`src/rtl/dmem_mmio_responder_pkg.sv`:
```
// Shared constants for the dmem MMIO responder: register offsets inside the
// 16-word window, STATUS bit positions and the window offset width.
package dmem_mmio_responder_pkg;

    // Low address bits that select a register inside the MMIO window;
    // the remaining upper bits must match the window base.
    localparam int WIN_OFF_W = 4;

    localparam logic [WIN_OFF_W-1:0] OFF_CYCLE   = 4'd0;
    localparam logic [WIN_OFF_W-1:0] OFF_SCRATCH = 4'd1;
    localparam logic [WIN_OFF_W-1:0] OFF_TX      = 4'd2;
    localparam logic [WIN_OFF_W-1:0] OFF_STATUS  = 4'd3;

    // STATUS layout: [3:0] FIFO count, then flags.
    localparam int ST_EMPTY = 4;
    localparam int ST_FULL  = 5;
    localparam int ST_OVF   = 6;

endpackage

```
`src/rtl/dmem_mmio_responder_if.sv`:
```
// Processor dmem port, syncram side-channel and TX drain handshake,
// bundled so the responder sits between processor and RAM with one port.
interface dmem_mmio_responder_if #(
    parameter int ADDR_WIDTH = 12,
    parameter int DATA_WIDTH = 32
);
    logic [ADDR_WIDTH-1:0] address_dmem;
    logic [DATA_WIDTH-1:0] data;
    logic                  wren;
    logic [DATA_WIDTH-1:0] q_dmem;
    logic                  ram_wren;
    logic [DATA_WIDTH-1:0] ram_q;
    logic [DATA_WIDTH-1:0] tx_data;
    logic                  tx_valid;
    logic                  tx_ready;

    // Responder view.
    modport slave (
        input  address_dmem, data, wren, ram_q, tx_ready,
        output q_dmem, ram_wren, tx_data, tx_valid
    );

    // Processor / syncram / consumer view.
    modport master (
        output address_dmem, data, wren, ram_q, tx_ready,
        input  q_dmem, ram_wren, tx_data, tx_valid
    );
endinterface

```
`src/rtl/dmem_mmio_responder_tx_fifo.sv`:
```
// Synchronous TX FIFO. A push while full is only accepted when a pop frees
// a slot in the same cycle; a pop while empty is ignored.
module dmem_mmio_responder_tx_fifo #(
    parameter int DATA_WIDTH = 32,
    parameter int DEPTH      = 8,
    localparam int PTR_W     = $clog2(DEPTH),
    localparam int CNT_W     = PTR_W + 1
) (
    input  logic                  clock,
    input  logic                  reset,
    input  logic                  push,
    input  logic                  pop,
    input  logic [DATA_WIDTH-1:0] wdata,
    output logic [DATA_WIDTH-1:0] rdata,
    output logic                  empty,
    output logic                  full,
    output logic [CNT_W-1:0]      count
);
    logic [DEPTH-1:0][DATA_WIDTH-1:0] mem;
    logic [PTR_W-1:0]                 wr_ptr;
    logic [PTR_W-1:0]                 rd_ptr;
    logic [CNT_W-1:0]                 count_q;
    logic                             do_push;
    logic                             do_pop;

    assign empty   = (count_q == '0);
    assign full    = (count_q == CNT_W'(DEPTH));
    assign count   = count_q;
    assign rdata   = mem[rd_ptr];
    assign do_pop  = pop & ~empty;
    assign do_push = push & (~full | do_pop);

    // Storage needs no reset; contents are don't-care while empty.
    always_ff @(posedge clock) begin
        if (do_push) mem[wr_ptr] <= wdata;
    end

    // Pointers wrap naturally since DEPTH is a power of two.
    always_ff @(posedge clock) begin
        if (!reset) begin
            wr_ptr  <= '0;
            rd_ptr  <= '0;
            count_q <= '0;
        end else begin
            if (do_push) wr_ptr <= wr_ptr + 1'b1;
            if (do_pop)  rd_ptr <= rd_ptr + 1'b1;
            count_q <= count_q + CNT_W'(do_push) - CNT_W'(do_pop);
        end
    end
endmodule

```
`src/rtl/dmem_mmio_responder.sv`:
```
// dmem port responder: passes RAM accesses to the syncram and serves a
// 16-word MMIO window (cycle counter, scratch, TX FIFO, status). Read data
// has one cycle of latency to line up with the syncram.
module dmem_mmio_responder
    import dmem_mmio_responder_pkg::*;
#(
    parameter int                    ADDR_WIDTH = 12,
    parameter int                    DATA_WIDTH = 32,
    parameter logic [ADDR_WIDTH-1:0] MMIO_BASE  = 12'hFF0,
    parameter int                    FIFO_DEPTH = 8
) (
    input logic                  clock,
    input logic                  reset,
    dmem_mmio_responder_if.slave bus
);
    localparam int CNT_W = $clog2(FIFO_DEPTH) + 1;

    logic                  in_mmio;
    logic [WIN_OFF_W-1:0]  offset;
    logic                  mmio_wr;
    logic                  push;
    logic                  fifo_empty;
    logic                  fifo_full;
    logic [CNT_W-1:0]      fifo_count;
    logic [DATA_WIDTH-1:0] cycle_q;
    logic [DATA_WIDTH-1:0] scratch_q;
    logic                  ovf_q;
    logic [DATA_WIDTH-1:0] status;
    logic [DATA_WIDTH-1:0] rdata;
    logic                  in_mmio_q;
    logic [DATA_WIDTH-1:0] mmio_rdata_q;

    assign in_mmio      = (bus.address_dmem[ADDR_WIDTH-1:WIN_OFF_W] == MMIO_BASE[ADDR_WIDTH-1:WIN_OFF_W]);
    assign offset       = bus.address_dmem[WIN_OFF_W-1:0];
    assign mmio_wr      = bus.wren & in_mmio;
    assign bus.ram_wren = bus.wren & ~in_mmio;
    assign push         = mmio_wr && (offset == OFF_TX);
    assign bus.tx_valid = ~fifo_empty;

    dmem_mmio_responder_tx_fifo #(
        .DATA_WIDTH (DATA_WIDTH),
        .DEPTH      (FIFO_DEPTH)
    ) u_tx_fifo (
        .clock (clock),
        .reset (reset),
        .push  (push),
        .pop   (bus.tx_ready),
        .wdata (bus.data),
        .rdata (bus.tx_data),
        .empty (fifo_empty),
        .full  (fifo_full),
        .count (fifo_count)
    );

    // Free-running cycle counter; a CYCLE write takes priority over the increment.
    always_ff @(posedge clock) begin
        if (!reset)                                cycle_q <= '0;
        else if (mmio_wr && (offset == OFF_CYCLE)) cycle_q <= bus.data;
        else                                       cycle_q <= cycle_q + DATA_WIDTH'(1);
    end

    // Scratch register.
    always_ff @(posedge clock) begin
        if (!reset)                                  scratch_q <= '0;
        else if (mmio_wr && (offset == OFF_SCRATCH)) scratch_q <= bus.data;
    end

    // Sticky overflow: set when a push is dropped (full and nothing draining
    // this cycle), cleared by any STATUS write.
    always_ff @(posedge clock) begin
        if (!reset)                                 ovf_q <= 1'b0;
        else if (mmio_wr && (offset == OFF_STATUS)) ovf_q <= 1'b0;
        else if (push && fifo_full && !bus.tx_ready) ovf_q <= 1'b1;
    end

    // STATUS word built from pre-edge FIFO state.
    always_comb begin
        status              = '0;
        status[CNT_W-1:0]   = fifo_count;
        status[ST_EMPTY]    = fifo_empty;
        status[ST_FULL]     = fifo_full;
        status[ST_OVF]      = ovf_q;
    end

    // MMIO read mux; TX and unmapped offsets read as zero.
    always_comb begin
        rdata = '0;
        case (offset)
            OFF_CYCLE:   rdata = cycle_q;
            OFF_SCRATCH: rdata = scratch_q;
            OFF_STATUS:  rdata = status;
            default:     rdata = '0;
        endcase
    end

    // One-cycle read pipeline matching syncram latency; reset selects the
    // MMIO path with zero data so q_dmem is clean out of reset.
    always_ff @(posedge clock) begin
        if (!reset) begin
            in_mmio_q    <= 1'b1;
            mmio_rdata_q <= '0;
        end else begin
            in_mmio_q    <= in_mmio;
            mmio_rdata_q <= rdata;
        end
    end

    assign bus.q_dmem = in_mmio_q ? mmio_rdata_q : bus.ram_q;
endmodule

```
`src/flat_wrapper.sv`:
```
// flat-port wrapper written by rule: the top's interface ports become plain ports
module dmem_mmio_responder_flat import dmem_mmio_responder_pkg::*;
#(
    parameter int                    ADDR_WIDTH = 12,
    parameter int                    DATA_WIDTH = 32,
    parameter logic [ADDR_WIDTH-1:0] MMIO_BASE  = 12'hFF0,
    parameter int                    FIFO_DEPTH = 8
)
  (clock, reset, bus_address_dmem, bus_data, bus_wren, bus_ram_q, bus_tx_ready, bus_q_dmem, bus_ram_wren, bus_tx_data, bus_tx_valid);
  dmem_mmio_responder_if #(.ADDR_WIDTH(ADDR_WIDTH), .DATA_WIDTH(DATA_WIDTH)) bus_i ();
  input logic clock;
  input logic reset;
  input wire logic [$bits(bus_i.address_dmem)-1:0] bus_address_dmem;
  input wire logic [$bits(bus_i.data)-1:0] bus_data;
  input wire logic [$bits(bus_i.wren)-1:0] bus_wren;
  input wire logic [$bits(bus_i.ram_q)-1:0] bus_ram_q;
  input wire logic [$bits(bus_i.tx_ready)-1:0] bus_tx_ready;
  output wire logic [$bits(bus_i.q_dmem)-1:0] bus_q_dmem;
  output wire logic [$bits(bus_i.ram_wren)-1:0] bus_ram_wren;
  output wire logic [$bits(bus_i.tx_data)-1:0] bus_tx_data;
  output wire logic [$bits(bus_i.tx_valid)-1:0] bus_tx_valid;
  assign bus_i.address_dmem = bus_address_dmem;
  assign bus_i.data = bus_data;
  assign bus_i.wren = bus_wren;
  assign bus_i.ram_q = bus_ram_q;
  assign bus_i.tx_ready = bus_tx_ready;
  assign bus_q_dmem = bus_i.q_dmem;
  assign bus_ram_wren = bus_i.ram_wren;
  assign bus_tx_data = bus_i.tx_data;
  assign bus_tx_valid = bus_i.tx_valid;
  dmem_mmio_responder #(.ADDR_WIDTH(ADDR_WIDTH), .DATA_WIDTH(DATA_WIDTH), .MMIO_BASE(MMIO_BASE), .FIFO_DEPTH(FIFO_DEPTH)) u_core (.clock(clock), .reset(reset), .bus(bus_i));
endmodule
```
`config.mk`:
```
export PLATFORM = sky130hd
export DESIGN_NAME = dmem_mmio_responder_flat
export DESIGN_NICKNAME = d
export VERILOG_FILES = /design/src/rtl/dmem_mmio_responder_pkg.sv /design/src/rtl/dmem_mmio_responder_if.sv /design/src/rtl/dmem_mmio_responder_tx_fifo.sv /design/src/rtl/dmem_mmio_responder.sv /design/src/flat_wrapper.sv
export SDC_FILE = /design/constraint.sdc
export NUM_CORES = 1
export LEC_CHECK = 0
export ABC_CLOCK_PERIOD_IN_PS = 19600
export CAP_MARGIN = 20
export CORE_ASPECT_RATIO = 1.5
export CORE_MARGIN = 3
export CORE_UTILIZATION = 38
export CTS_BUF_LIST = sky130_fd_sc_hd__clkbuf_8
export CTS_CLUSTER_DIAMETER = 120
export CTS_CLUSTER_SIZE = 14
export DETAILED_ROUTE_END_ITERATION = 8
export PLACE_DENSITY = 0.58
export SYNTH_ARGS = -nofsm -noshare
export SYNTH_HDL_FRONTEND = slang
export SYNTH_SLANG_ARGS = --single-unit
```
`constraint.sdc`:
```
create_clock -name clock -period 19.6 [get_ports clock]
set_clock_uncertainty 0.05 [all_clocks]
set_input_delay 5.88 -clock clock [delete_from_list [all_inputs] [get_ports clock]]
set_output_delay 5.88 -clock clock [all_outputs]
set_load 0.05 [all_outputs]
```
# [After elaboration in Yosys (flattened, before gate mapping)]
# Cells that the tools add are included.
[totals] reg_bits=364 output_inout_bits=66
[classes] add_sub_neg=5 n_lt_le_gt_ge=3 eq_ne=5 mux=8 bitwise_logic=9 reduce_logical=11
[ops] op="bitwise mux 256 bit" count=1
[ops] op="2-to-1 mux 32 bit" count=4
[ops] op="binary-select mux 32 bit (select 3 bit)" count=1
[ops] op="demux 32 bit (select 3 bit)" count=1
[ops] op="one-hot mux 32 bit (3 select lines)" count=1
[ops] op="adder 32 x 1 -> 32 bit (second input constant)" count=1
[ops] op="equality test 4 x 2 -> 1 bit (second input constant)" count=2
[ops] op="equality test 8 bit (second input constant)" count=1
[ops] op="logical NOT 4 bit" count=2
[ops] op="less-than comparator 3 x 4 -> 1 bit (second input constant)" count=2
[ops] op="logical AND 1 bit" count=7
[ops] op="adder 3 x 1 -> 3 bit (second input constant)" count=2
[ops] op="adder 4 x 1 -> 4 bit" count=1
[ops] op="bitwise AND 1 bit" count=4
[ops] op="equality test 4 x 1 -> 1 bit (second input constant)" count=1
[ops] op="equality test 4 bit (second input constant)" count=1
[ops] op="inverter 1 bit" count=4
[ops] op="subtractor 4 x 1 -> 4 bit" count=1
[ops] op="greater-or-equal comparator 3 x 1 -> 1 bit (second input constant)" count=1
[ops] op="OR reduction 2 bit" count=1
[ops] op="logical NOT 1 bit" count=1
[ops] op="bitwise OR 1 bit" count=1

# [Depth between registers and ports, before layout]
[depth] ltp_word=7 ltp_mapped=13 depth_no_buf=13

# [Hierarchy]
# A second synthesis with hierarchy kept.
[hier_totals] cells_unflattened=946 area_unflattened_um2=14697.8
[modules_own_cells] mod="dmem_mmio_responder_tx_fifo" instances=1 cells_each=454 area_each_um2=10323.7 seq_area_each_um2=7887.6
[modules_own_cells] mod="dmem_mmio_responder" instances=1 cells_each=492 area_each_um2=4374.2 seq_area_each_um2=1961.9

# [Worst setup path before layout]
# No wires, ideal clock.
[synth_path] path_kind="input port to output port" start="in bus_address_dmem[10]" end="out bus_ram_wren" t_arrival_ns=6.986 required_time_ns=13.670 path_slack_ns=6.684 stages=3 path_buffers=0 cell_sequence="and4_1 and2_1 nor2b_1"
[synth_via] elab_chain_cells=3
[synth_rtl] element="from (decl)" line="flat_wrapper.sv:13" rtl="input wire logic [$bits(bus_i.address_dmem)-1:0] bus_address_dmem;"
[synth_rtl] element="equality test 8 bit" line="dmem_mmio_responder.sv:33" rtl="assign in_mmio = (bus.address_dmem[ADDR_WIDTH-1:WIN_OFF_W] == MMIO_BASE[ADDR_WIDTH-1:WIN_OFF_W]);"
[synth_rtl] element="inverter 1 bit" line="dmem_mmio_responder.sv:36" rtl="assign bus.ram_wren = bus.wren & ~in_mmio;"
[synth_rtl] element="bitwise AND 1 bit" line="dmem_mmio_responder.sv:36"
[synth_rtl] element="to (decl)" line="flat_wrapper.sv:19" rtl="output wire logic [$bits(bus_i.ram_wren)-1:0] bus_ram_wren;"
# Every way passes these cells.

# [Final worst setup path]
# Same ends and word-level chain as after synthesis.

==> impl_metrics.yaml <==
outcome:
  status: "completed"
floorplanning:
  die-area_um2: 40600
  io_pins: 146
  die_h_um: 245
  die_w_um: 166
  core_area_um2: 37700
  rows: 87
  start_util: 0.385
detailed_routing:
  dr_total_vias: 8384
  first_pass_iters: 5
  vias_per_cell: 5.24
  drt-initial-drc-count: 542
  totalWireLength_um: 33300
  ant_nets: 0
  post_drt_wl_per_cell_um: 20.8
  drc: 0
global_route:
  grt_pass1_wl_um: 51300
  antenna_found_initial: 0
  grt_max_degree: 65
  grt_use_total: 0.165
  grt.overflow.total: 0
  first_global_vias: 8741
timing:
  hold_viol: 0
  setup_tns_ns: 0
  setup_viol: 0
  slew_headroom: 0.334
  rsz0062_at_grt: "no"
  min_period_ns: 13.55
  fin_ws_ns: 6.05
  worstMarginPinSlew_ns: 0.998
  finalCritPeriodShare: 0.692
  fmaxAchievable_mhz: 73.8
  maxSlewViolCount: 0
power:
  p_per_area_nw_per_um2: 96.2
  leakage_uw: 0.00530
  ir_drop_mv: 0.0511
yosys:
  synthCells: 951
  synth_edf_count: 256
  ys_ff_latch: 364
  synth-main-ff-cell: "edfxtp_1"
  synthesis.nets: 1041
  yosysWarningCount: 0
  synth_cell_types: 45
  syn_area_per_cell_um2: 15.3
  ys_async_sr_fraction: 0
  synth_seq_area_share: 0.678
  syn-cell-area_um2: 14500
placement:
  dp_cells: 1546
  place.port_buffers: 145
  gp_congestion: 0.741
  dp_hpwl_um: 20200
  dp_slack_ns: 6.03
clock_tree:
  cts_tree: "done"
  cts.clk_slew.worst_paths_ns: 0.09
  postCtsSetupBuffers: 0
  cts_buffers: 29
  post_cts_resized: 0
  clk_latency_ns: 0.60
  ctsHoldBuffers: 0
  cts.sinks: 364
  clockBufferDepth: 3
  h-tree-depth: 1
  ctsRootBufferMaster: "clkbuf_8"
cells_and_area:
  syn_to_final_growth_pct: 17.5
  utilization: 0.453
  nets: 1179
  final_cells: 1600
  drive_above_1_share: 0.176
critical_path:
  critPathArrivalTime_ns: 7.62
  timing.critical_path.required_ns: 13.67
  path_class: "in2out"
  startpoint: "bus_address_dmem[10]"
  cp_max_fo: 6
  r2r_cells: 13
  endpoint_kind: "primary output"
  cp-start-kind: "primary input"
  r2r-start: "u_core.u_tx_fifo.count[2]"
min_path:
  hp-class: "reg2reg"
  min_path_cells: 2
  worstHoldStart: "u_core.scratch_q[23]"
run:
  cap_violations: 0
-- sequential cells by signal, summed over array words and instances, names as in the netlist --
register / flops
u_core.ovf_q: 1
u_core.cycle_q: 32
u_core.mmio_rdata_q: 32
u_core.u_tx_fifo.rd_ptr: 3
u_core.scratch_q: 32
u_core.u_tx_fifo.wr_ptr: 3
u_core.u_tx_fifo.mem: 256
u_core.u_tx_fifo.count: 4
u_core.in_mmio_q: 1
-- critical path, stage by stage --
cell	delay, ns
clkdlybuf4s50_1	0.39
and4_1	0.25
and2_1	0.19
nor2b_1	0.11
clkdlybuf4s50_1	0.81
-- report_power, final --
group          total, uW  leakage [uW]  internal, uW  switching [uW]
Clock                376      0.000326           138             238
Combinational        410       0.00180           189             221
Sequential           855       0.00317           827            27.5
Total               1640       0.00530          1150             487
-- stage by stage --
stage | area, um^2 | power, uW | hold WS, ns
after detailed placement | 16600 | 1290 | 0.393
after global placement | 16600 | 1290 | 0.387
after global routing | 17100 | 1720 | 0.426
after floorplan | 14500 | 1160 | 0.381
after CTS | 17000 | 1670 | 0.407
final | 17100 | 1640 | 0.406
-- synth_stat cells, drive strengths merged, types with 12 or more instances --
| cell type | instances | area share |
|---|---|---|
| edfxtp | 256 | 0.53 |
| dfxtp | 108 | 0.15 |
| nand2 | 83 | 0.021 |
| mux2 | 64 | 0.050 |
| mux4 | 64 | 0.099 |
| nor2 | 58 | 0.015 |
| a21oi | 57 | 0.020 |
| clkbuf | 46 | 0.012 |
| a22oi | 25 | 0.013 |
| o21ai | 20 | 0.0069 |
| xnor2 | 19 | 0.011 |
| nand3 | 17 | 0.0059 |
| xor2 | 16 | 0.0097 |
| inv | 13 | 0.0034 |
| buf | 12 | 0.0041 |
-- path summary, 6_finish.rpt --
path / end / slack [ns]
max: bus_ram_wren / 6.05
min reg2reg: u_core.scratch_q[23] / 0.41
min: u_core.scratch_q[23] / 0.41
max reg2reg: u_core.u_tx_fifo.count[2] / 16.47
-- kinds of logic after synthesis --
logic type / count (synthesis) / share of synthesized area
adder cells (fa/ha/maj): 10 / 0.00914
buffers and inverters: 72 / 0.0196
XOR/XNOR: 35 / 0.0211
multiplexers: 130 / 0.150
flip-flops: 364 / 0.678
AND/OR/NAND/NOR: 217 / 0.0701
AO/OA/AOI/OAI: 123 / 0.0514
-- cells in the final DEF (no fill, tap or decap), types with 25 or more instances in the layout --
cell type        netlist  final
a21oi_1               57     57
a22oi_1               25     25
clkbuf_8               0     29
clkdlybuf4s50_1        0    145
dfxtp_1              108    106
edfxtp_1             256    256
inv_1                 12     34
mux2_2                64     64
mux4_2                64     64
nand2_1               83     83
nor2_1                58     57
-- area by class of cell --
type	count	area (um^2)
well taps	489	612
multi-input cells	515	4450
clock inverters	23	90.1
fillers	3425	20600
flip-flops and latches	364	9850
inverters	14	52.6
diodes	1	2.50
repair buffers	165	1600
clock buffers	29	399
-- per-layer routing --
layer  global-route usage  up-vias  wire [um]
met3               0.0184       36       1330
met1                0.211     4258      13800
met5                    0        -          0
li1                     -     3891          -
met2                0.297      199      17500
met4               0.0406        0        681
(Power assumes the default switching activity.)
